## src/rtl/barrel_shift_issue_if.sv

```systemverilog
// barrel_shift_issue_if
// Command (in_*) and result (out_*) handshakes of barrel_shift_issue.
// The slave modport is the shifter-issue block; the master modport is
// whatever feeds commands and consumes results.
interface barrel_shift_issue_if #(
    parameter int WIDTH = 32
);
    logic             in_valid;
    logic             in_ready;
    logic [WIDTH-1:0] in_data;
    logic [7:0]       in_amt;
    logic             out_valid;
    logic             out_ready;
    logic [WIDTH-1:0] out_data;

    modport master (
        output in_valid, in_data, in_amt, out_ready,
        input  in_ready, out_valid, out_data
    );

    modport slave (
        input  in_valid, in_data, in_amt, out_ready,
        output in_ready, out_valid, out_data
    );
endinterface

```

## src/rtl/barrel_shift_issue.sv

```systemverilog
// barrel_shift_issue
// Buffers {operand, amount} commands in a small FIFO, presents the head to
// an external combinational shifter, and registers the shifter result into
// a valid/ready output stage. One command can be issued per cycle.
// Optional feature: define BSHIFT_AMT_WRAP_EN to reduce the amount driven
// to the shifter modulo WIDTH; ports and timing are identical either way.
module barrel_shift_issue #(
    parameter int WIDTH = 32,
    parameter int DEPTH = 4
) (
    input  logic                   clk,
    input  logic                   rst_n,
    barrel_shift_issue_if.slave    bus,
    output logic [WIDTH-1:0]       sh_data,
    output logic [7:0]             sh_amt,
    input  logic [WIDTH-1:0]       sh_result,
    output logic [$clog2(DEPTH):0] level
);
    localparam int PTR_W = $clog2(DEPTH);
    localparam int LVL_W = PTR_W + 1;
    localparam logic [LVL_W-1:0] FULL_LEVEL = LVL_W'(DEPTH);

    logic [WIDTH-1:0] fifo_data [DEPTH];
    logic [7:0]       fifo_amt  [DEPTH];

    logic [PTR_W-1:0] wr_ptr;
    logic [PTR_W-1:0] rd_ptr;
    logic [LVL_W-1:0] count;

    logic             not_full;
    logic             not_empty;
    logic             push;
    logic             issue;
    logic             out_valid_q;
    logic [WIDTH-1:0] out_data_q;
    logic [WIDTH-1:0] head_data;
    logic [7:0]       head_amt;

    // Full is judged on the registered level only, so a pop in the same
    // cycle never lets a command in while the FIFO is full.
    assign not_full  = (count != FULL_LEVEL);
    assign not_empty = (count != '0);
    assign push      = bus.in_valid && not_full;
    assign issue     = not_empty && (!out_valid_q || bus.out_ready);

    // Head is forced to zero when nothing is queued so the shifter sees
    // a quiet operand instead of a stale entry.
    assign head_data = not_empty ? fifo_data[rd_ptr] : '0;
    assign head_amt  = not_empty ? fifo_amt[rd_ptr]  : '0;

    assign sh_data = head_data;

`ifdef BSHIFT_AMT_WRAP_EN
    localparam logic [7:0] AMT_MOD = 8'(WIDTH);
    assign sh_amt = head_amt % AMT_MOD;
`else
    assign sh_amt = head_amt;
`endif

    assign bus.in_ready  = not_full;
    assign bus.out_valid = out_valid_q;
    assign bus.out_data  = out_data_q;
    assign level         = count;

    // FIFO storage: written on every accepted command; never reset because
    // the pointers and level alone decide which entries are live.
    always_ff @(posedge clk) begin
        if (push) begin
            fifo_data[wr_ptr] <= bus.in_data;
            fifo_amt[wr_ptr]  <= bus.in_amt;
        end
    end

    // Pointers and occupancy; DEPTH is a power of two so the pointers wrap
    // naturally, and a simultaneous push and pop leaves the level unchanged.
    always_ff @(posedge clk or negedge rst_n) begin
        if (!rst_n) begin
            wr_ptr <= '0;
            rd_ptr <= '0;
            count  <= '0;
        end else begin
            if (push) begin
                wr_ptr <= wr_ptr + 1'b1;
            end
            if (issue) begin
                rd_ptr <= rd_ptr + 1'b1;
            end
            case ({push, issue})
                2'b10:   count <= count + 1'b1;
                2'b01:   count <= count - 1'b1;
                default: count <= count;
            endcase
        end
    end

    // Output stage: capture the shifter result on issue, drop valid once the
    // consumer takes it with nothing new behind, otherwise hold steady.
    always_ff @(posedge clk or negedge rst_n) begin
        if (!rst_n) begin
            out_valid_q <= 1'b0;
            out_data_q  <= '0;
        end else if (issue) begin
            out_valid_q <= 1'b1;
            out_data_q  <= sh_result;
        end else if (out_valid_q && bus.out_ready) begin
            out_valid_q <= 1'b0;
        end
    end
endmodule

```

## src/flat_wrapper.sv

```systemverilog
// flat-port wrapper written by rule: the top's interface ports become plain ports
module barrel_shift_issue_flat 
#(
    parameter int WIDTH = 32,
    parameter int DEPTH = 4
)
  (clk, rst_n, sh_data, sh_amt, sh_result, level, bus_in_valid, bus_in_data, bus_in_amt, bus_out_ready, bus_in_ready, bus_out_valid, bus_out_data);
  barrel_shift_issue_if #(.WIDTH(WIDTH)) bus_i ();
  input  logic clk;
  input  logic rst_n;
  output logic [WIDTH-1:0] sh_data;
  output logic [7:0] sh_amt;
  input  logic [WIDTH-1:0] sh_result;
  output logic [$clog2(DEPTH):0] level;
  input wire logic [$bits(bus_i.in_valid)-1:0] bus_in_valid;
  input wire logic [$bits(bus_i.in_data)-1:0] bus_in_data;
  input wire logic [$bits(bus_i.in_amt)-1:0] bus_in_amt;
  input wire logic [$bits(bus_i.out_ready)-1:0] bus_out_ready;
  output wire logic [$bits(bus_i.in_ready)-1:0] bus_in_ready;
  output wire logic [$bits(bus_i.out_valid)-1:0] bus_out_valid;
  output wire logic [$bits(bus_i.out_data)-1:0] bus_out_data;
  assign bus_i.in_valid = bus_in_valid;
  assign bus_i.in_data = bus_in_data;
  assign bus_i.in_amt = bus_in_amt;
  assign bus_i.out_ready = bus_out_ready;
  assign bus_in_ready = bus_i.in_ready;
  assign bus_out_valid = bus_i.out_valid;
  assign bus_out_data = bus_i.out_data;
  barrel_shift_issue #(.WIDTH(WIDTH), .DEPTH(DEPTH)) u_core (.clk(clk), .rst_n(rst_n), .bus(bus_i), .sh_data(sh_data), .sh_amt(sh_amt), .sh_result(sh_result), .level(level));
endmodule
```

## config.mk

```make
export PLATFORM = sky130hd
export DESIGN_NAME = barrel_shift_issue_flat
export DESIGN_NICKNAME = d
export VERILOG_FILES = /design/src/rtl/barrel_shift_issue_if.sv /design/src/rtl/barrel_shift_issue.sv /design/src/flat_wrapper.sv
export SDC_FILE = /design/constraint.sdc
export NUM_CORES = 1
export LEC_CHECK = 0
export BUFFER_PORTS_ARGS = -buffer_cell sky130_fd_sc_hd__buf_2
export CAP_MARGIN = 20
export CORE_AREA = 2 2 97 192
export DETAILED_ROUTE_END_ITERATION = 16
export DIE_AREA = 0 0 99 194
export PLACE_DENSITY = 0.67
export SLEW_MARGIN = 20
export SYNTH_ARGS = -nofsm -noshare
export SYNTH_HDL_FRONTEND = slang
export SYNTH_SLANG_ARGS = --single-unit
```

## constraint.sdc

```tcl
create_clock -name clk -period 2.5 [get_ports clk]
set_input_delay 0 -clock clk [delete_from_list [all_inputs] [get_ports clk]]
set_output_delay 0 -clock clk [all_outputs]
set_load 0.01 [all_outputs]
```

# Yosys cells after proc, flatten, opt, wreduce, memory -nomap -nowiden
# Memories as Yosys holds them, arrays and structs flattened.
# Cells that the tools add are included.
# W data, S select, Z words.
[totals]
reg_bits = 40
mem_bits_rw = 160
input_bits = 76
out_inout_bits = 77
elab_cells = 29
mem_count = 2
[memory_table]
columns = ["memory", "words", "word_bits", "read_ports", "rd_ports_with_merged_regs", "wr", "line", "source"]
rows = [
  ["u_core.fifo_data", 4, 32, 1, 0, 1, "barrel_shift_issue.sv:23", "logic [WIDTH-1:0] fifo_data [DEPTH];"],
  ["u_core.fifo_amt", 4, 8, 1, 0, 1, "barrel_shift_issue.sv:24", "logic [7:0] fifo_amt [DEPTH];"],
]
[op_classes]
add_sub_neg = 4
n_eq_ne = 3
muxes = 7
n_reduce_logical = 8
[ops]
columns = ["op", "count"]
rows = [
  ["$mux W32", 1],
  ["$mux W8", 1],
  ["$pmux W3 S2", 1],
  ["$add A2 B1 Y2 const B", 2],
  ["$mux W1", 4],
  ["$reduce_bool A2 Y1", 2],
  ["$add A3 B1 Y3 const B", 1],
  ["$logic_and A1 B1 Y1", 3],
  ["$ne A3 B3 Y1 const B", 1],
  ["$reduce_bool A3 Y1", 1],
  ["$sub A3 B1 Y3 const B", 1],
  ["$eq A2 B1 Y1 const B", 1],
  ["$eq A2 B2 Y1 const B", 1],
  ["$logic_not A1 Y1", 1],
  ["$logic_or A1 B1 Y1", 1],
]

# Longest topological paths before layout
[logic_depth]
depth_word = 5
depth_mapped = 10
depth_no_buf = 9

# Worst setup path after synthesis
# Ideal clock, no wire load.
[synth_path]
path_type = "register -> register"
from = "reg u_core.count[2], in the netlist u_core.level[2]"
to = "reg u_core.count[2], in the netlist u_core.level[2]"
setup_ns = 0.079
arrival_time_ns = 2.076
t_required_ns = 2.421
slack_ns = 0.345
path_stages_with_launch = 10
path_buffers = 0
synth_period_minus_slack_ns = 2.155
path_cell_list = "dfrtp_1 or3b_4 and2_4 inv_1 ha_1 inv_1 fa_1 xor2_1 nor2_1 xor2_1"
[synth_via]
elab_chain_len = 4
word_cells_on_any_way = 10
classes_between = "add/sub: 2; eq/ne: 3; mux: 1; reduce/logical: 4"
[synth_lines]
columns = ["item", "line", "source"]
rows = [
  ["start: declaration", "barrel_shift_issue.sv:28", "logic [LVL_W-1:0] count;"],
  ["start signal: assignment", "barrel_shift_issue.sv:89", "2'b10: count <= count + 1'b1;"],
  ["start signal: assignment", "barrel_shift_issue.sv:90", "2'b01: count <= count - 1'b1;"],
  ["start signal: assignment", "barrel_shift_issue.sv:91", "default: count <= count;"],
  ["$ne A3 B3 Y1 *", "barrel_shift_issue.sv:41", "assign not_full = (count != FULL_LEVEL);"],
  ["named net bus_in_ready", "flat_wrapper.sv:19", "output wire logic [$bits(bus_i.in_ready)-1:0] bus_in_ready;"],
  ["$logic_and A1 B1 Y1 *", "barrel_shift_issue.sv:43", "assign push = bus.in_valid && not_full;"],
  ["$eq A2 B1 Y1 or $eq A2 B2 Y1 (tied branches)", "barrel_shift_issue.sv:88", "case ({push, issue})"],
  ["$pmux W3 S2 or $reduce_bool A2 Y1 (tied branches)", "-", ""],
]
# The timed path passes the listed nets; every way through them passes the cells marked *.
# A chain may end at the register's enable or synchronous reset.

# Worst setup path after layout
[layout_path]
from = "reg u_core.rd_ptr[0]"
to = "out sh_data[22]"
[layout_via]
elab_chain_len = 2
[layout_lines]
columns = ["item", "line", "source"]
rows = [
  ["start: declaration", "barrel_shift_issue.sv:27", "logic [PTR_W-1:0] rd_ptr;"],
  ["start signal: assignment", "barrel_shift_issue.sv:86", "rd_ptr <= rd_ptr + 1'b1;"],
  ["$mem_v2 Z4 W32", "-", ""],
  ["$mux W32", "barrel_shift_issue.sv:48", "assign head_data = not_empty ? fifo_data[rd_ptr] : '0;"],
  ["end: declaration", "flat_wrapper.sv:11", "output logic [WIDTH-1:0] sh_data;"],
]
# Every way passes these cells.

==> results.md <==
- Max Cap Viol: 0
- Largest net degree at the start of global routing: 43
- CP max stage delay: 0.65 ns
- Top cells by area, synth: edfxtp_1, dfrtp_1, mux4_2
- CP delay by family, top: flip-flops
- Bufs and invs on worst path: 2
- Iter 0 DRT Violations: 159
- Mean Syn Cell Area: between 20 and 25 um2
- CP Class: reg2out
- Slew Limit Fails: 0
- Post-Synthesis Cell Area: 7820 um2
- Peak supply drop: 543 uV
- # rows: between 60 and 70
- DIE AREA: 19200 um2
- Ys async rst share: 0.200
- Worst setup EP type: output pin
- # diodes: 0
- Crit path time final: 2.29 ns
- Worst-path fanout max: 16
- Synth top area share: 0.614
- Met1 usage: 0.187
- GRT Util Overall: 0.169
- Total Routed Length: 15700 um
- CTS buffer count: 17
- Worst hold slack: roughly 0.23 ns
- Status: finished, final reports clean
- Max Fclk: 0.436 GHz
- Vias per cell: 5.07
- Initial antenna violation count: 0
- Fin crit share: 0.917
- Clk sinks: 200
- RD Place Congestion: around 0.70
- Nets: 678
- Synthesized instance count: ~360
- 1st-pass router iterations: 4
- Global-route wire length before repair: 24400 um
- Seq/Total Area, Yosys: 0.743
- Commonest cells after routing, fill and taps aside: edfxtp_1, buf_2, dlygate4sd3_1
- Met2 usage: 0.304
- Max_slew headroom: 0.412
- Share of layout cells above drive strength 1: 0.442
- Root Buffer: clkbuf_16
- GR Layer Usage met3: 0.0429
- Die X: 99 um
- Layer with the highest usage: met2
- Vias in the first global route: 4631
- Initial Util: 0.442
- FF+latch count, synth: 200
- CP Launch Type: flop
- Die span in y: 194 um
- EDFF count, synth: 160
- CTS resizes: 0
- RSZ-0062 raised after global routing: false
- Via count: 4161
- Endpoints failing hold: 0
- CP Data Required Time: around 2.5 ns
- Worst slew pin tran: a little under 0.9 ns
- CP Cell Sequence: buf_4 -> mux4_2 -> nor2b_1 -> buf_2
- Netlist cell types: 24
- Syn_nets: around 440
- Wire length per cell: 19.1 um
- Most used flip-flop cell after synthesis: edfxtp_1
- Most area-hungry cell type in the Yosys netlist: edfxtp_1
- Synthesis-to-layout area growth: 30.9%
- Clock Pin Slew Worst Setup and Hold Paths: 0.07 ns
- DP Wirelength: between 9000 and 10000 um
- I/O Pins: 153
- Gr ovfl total: 0
- Power density over the cells: 1180 nW/um2
- Commonest non-fill, non-tap cell in the layout: edfxtp_1
- Min-delay worst type: in2async
- Total Neg Setup Slack: 0 ns
- Filler instances: 1292
- Worst Skew: 0.00676 ns
- Clock Latency Late Sink: 0.43 ns
- Remaining DRCs: 0
- CTS Buffer Depth: 2
- Number of port buffers: 152
- Core ar.: 17700 um2
- Final Setup Violations: 0
- Lkg Pwr: 3.97 nW
- Yosys warning count: 0
- Crit-path slowest cell: dfrtp_4
- Post-route ant nets: 0
- Critical path data arrival time: between 2 and 2.5 ns
- H-tree levels: 4
- CTS tree: done
power by group:
group | switching (mW) | internal, mW | leakage [nW]
clock network | 1.15 | 1.97 | 0.326
logic | 2.03 | 2.06 | 1.72
registers | 0.359 | 4.47 | 1.93
total | 3.54 | 8.50 | 3.97
cell type report:
type,instances,area [um2],share of cell area
inverter,6,22.5,0.00220
tap,213,267,0.0260
clock inverter,13,248,0.0242
sequential,200,5810,0.568
clock buffer,18,429,0.0419
timing repair buffer,233,1570,0.153
multi-input combinational,138,1890,0.185
metrics by stage:
stage | util | cells | area [um2] | total power [mW] | setup slack (ns)
floorplan | - | 362 | 7820 | 7.49 | 0.345
global placement | 0.497 | 715 | 8800 | 8.87 | 0.358
detailed placement | 0.497 | 715 | 8800 | 8.99 | 0.280
CTS | 0.578 | 821 | 10200 | 12.2 | 0.130
global route | 0.578 | 821 | 10200 | 12.6 | 0.0695
finish | 0.578 | 821 | 10200 | 12.0 | 0.208
per-layer routing:
layer	wire, um	vias to the layer above	share of wire
met4	345	0	0.022
met1	5900	2135	0.38
met2	8710	128	0.56
met3	707	21	0.045
met5	0	-	0
li1	-	1877	-
cell usage after synthesis (all sizes together), types with 2 or more instances:
library cell	count
buf	13
clkbuf	5
nor2b	41
inv	6
mux2	33
and3	4
mux4	40
xnor2	2
xor2	4
edfxtp	160
dfrtp	40
ha	5
flip-flops by register name, indices dropped and copies added (netlist names):
signal / count
u_core.rd_ptr: 2
u_core.wr_ptr: 2
u_core.fifo_data: 128
u_core.bus.out_data: 32
u_core.bus.out_valid: 1
u_core.fifo_amt: 32
u_core.level: 3
timing repair:
item / CTS / global route
buffers inserted: 0 / 0
endpoints found under the hold margin: 234 / 0
hold buffers: 75 / 0
final timing paths:
kind                                          from  cells after the start  slack, ns                 endpoint
max                               u_core.rd_ptr[0]                      4       0.21              sh_data[22]
min                                          rst_n                      2       0.23   u_core.bus.out_data[3]
max reg2reg                        u_core.level[0]                      9       0.27          u_core.level[2]
min reg2reg                u_core.bus.out_data[30]                      1       0.50  u_core.bus.out_data[30]
max in group asynchronous                    rst_n                      2       1.61         u_core.rd_ptr[0]
min in group clk                    bus_in_data[2]                      2       0.32   u_core.fifo_data[2][2]
cells by family (layout without fill, tap and decap cells):
kind of cell / Yosys count / after routing / share of synthesized area
DFF: 200 / 200 / 0.743
muxes: 74 / 74 / 0.178
and+or+nand+nor: 52 / 52 / 0.0442
buffers and inverters: 24 / 270 / 0.0181
adders and majority gates: 6 / 6 / 0.0106
xor gates and xnor gates: 6 / 6 / 0.00672
Note: power is estimated with default switching activity, not from simulation.
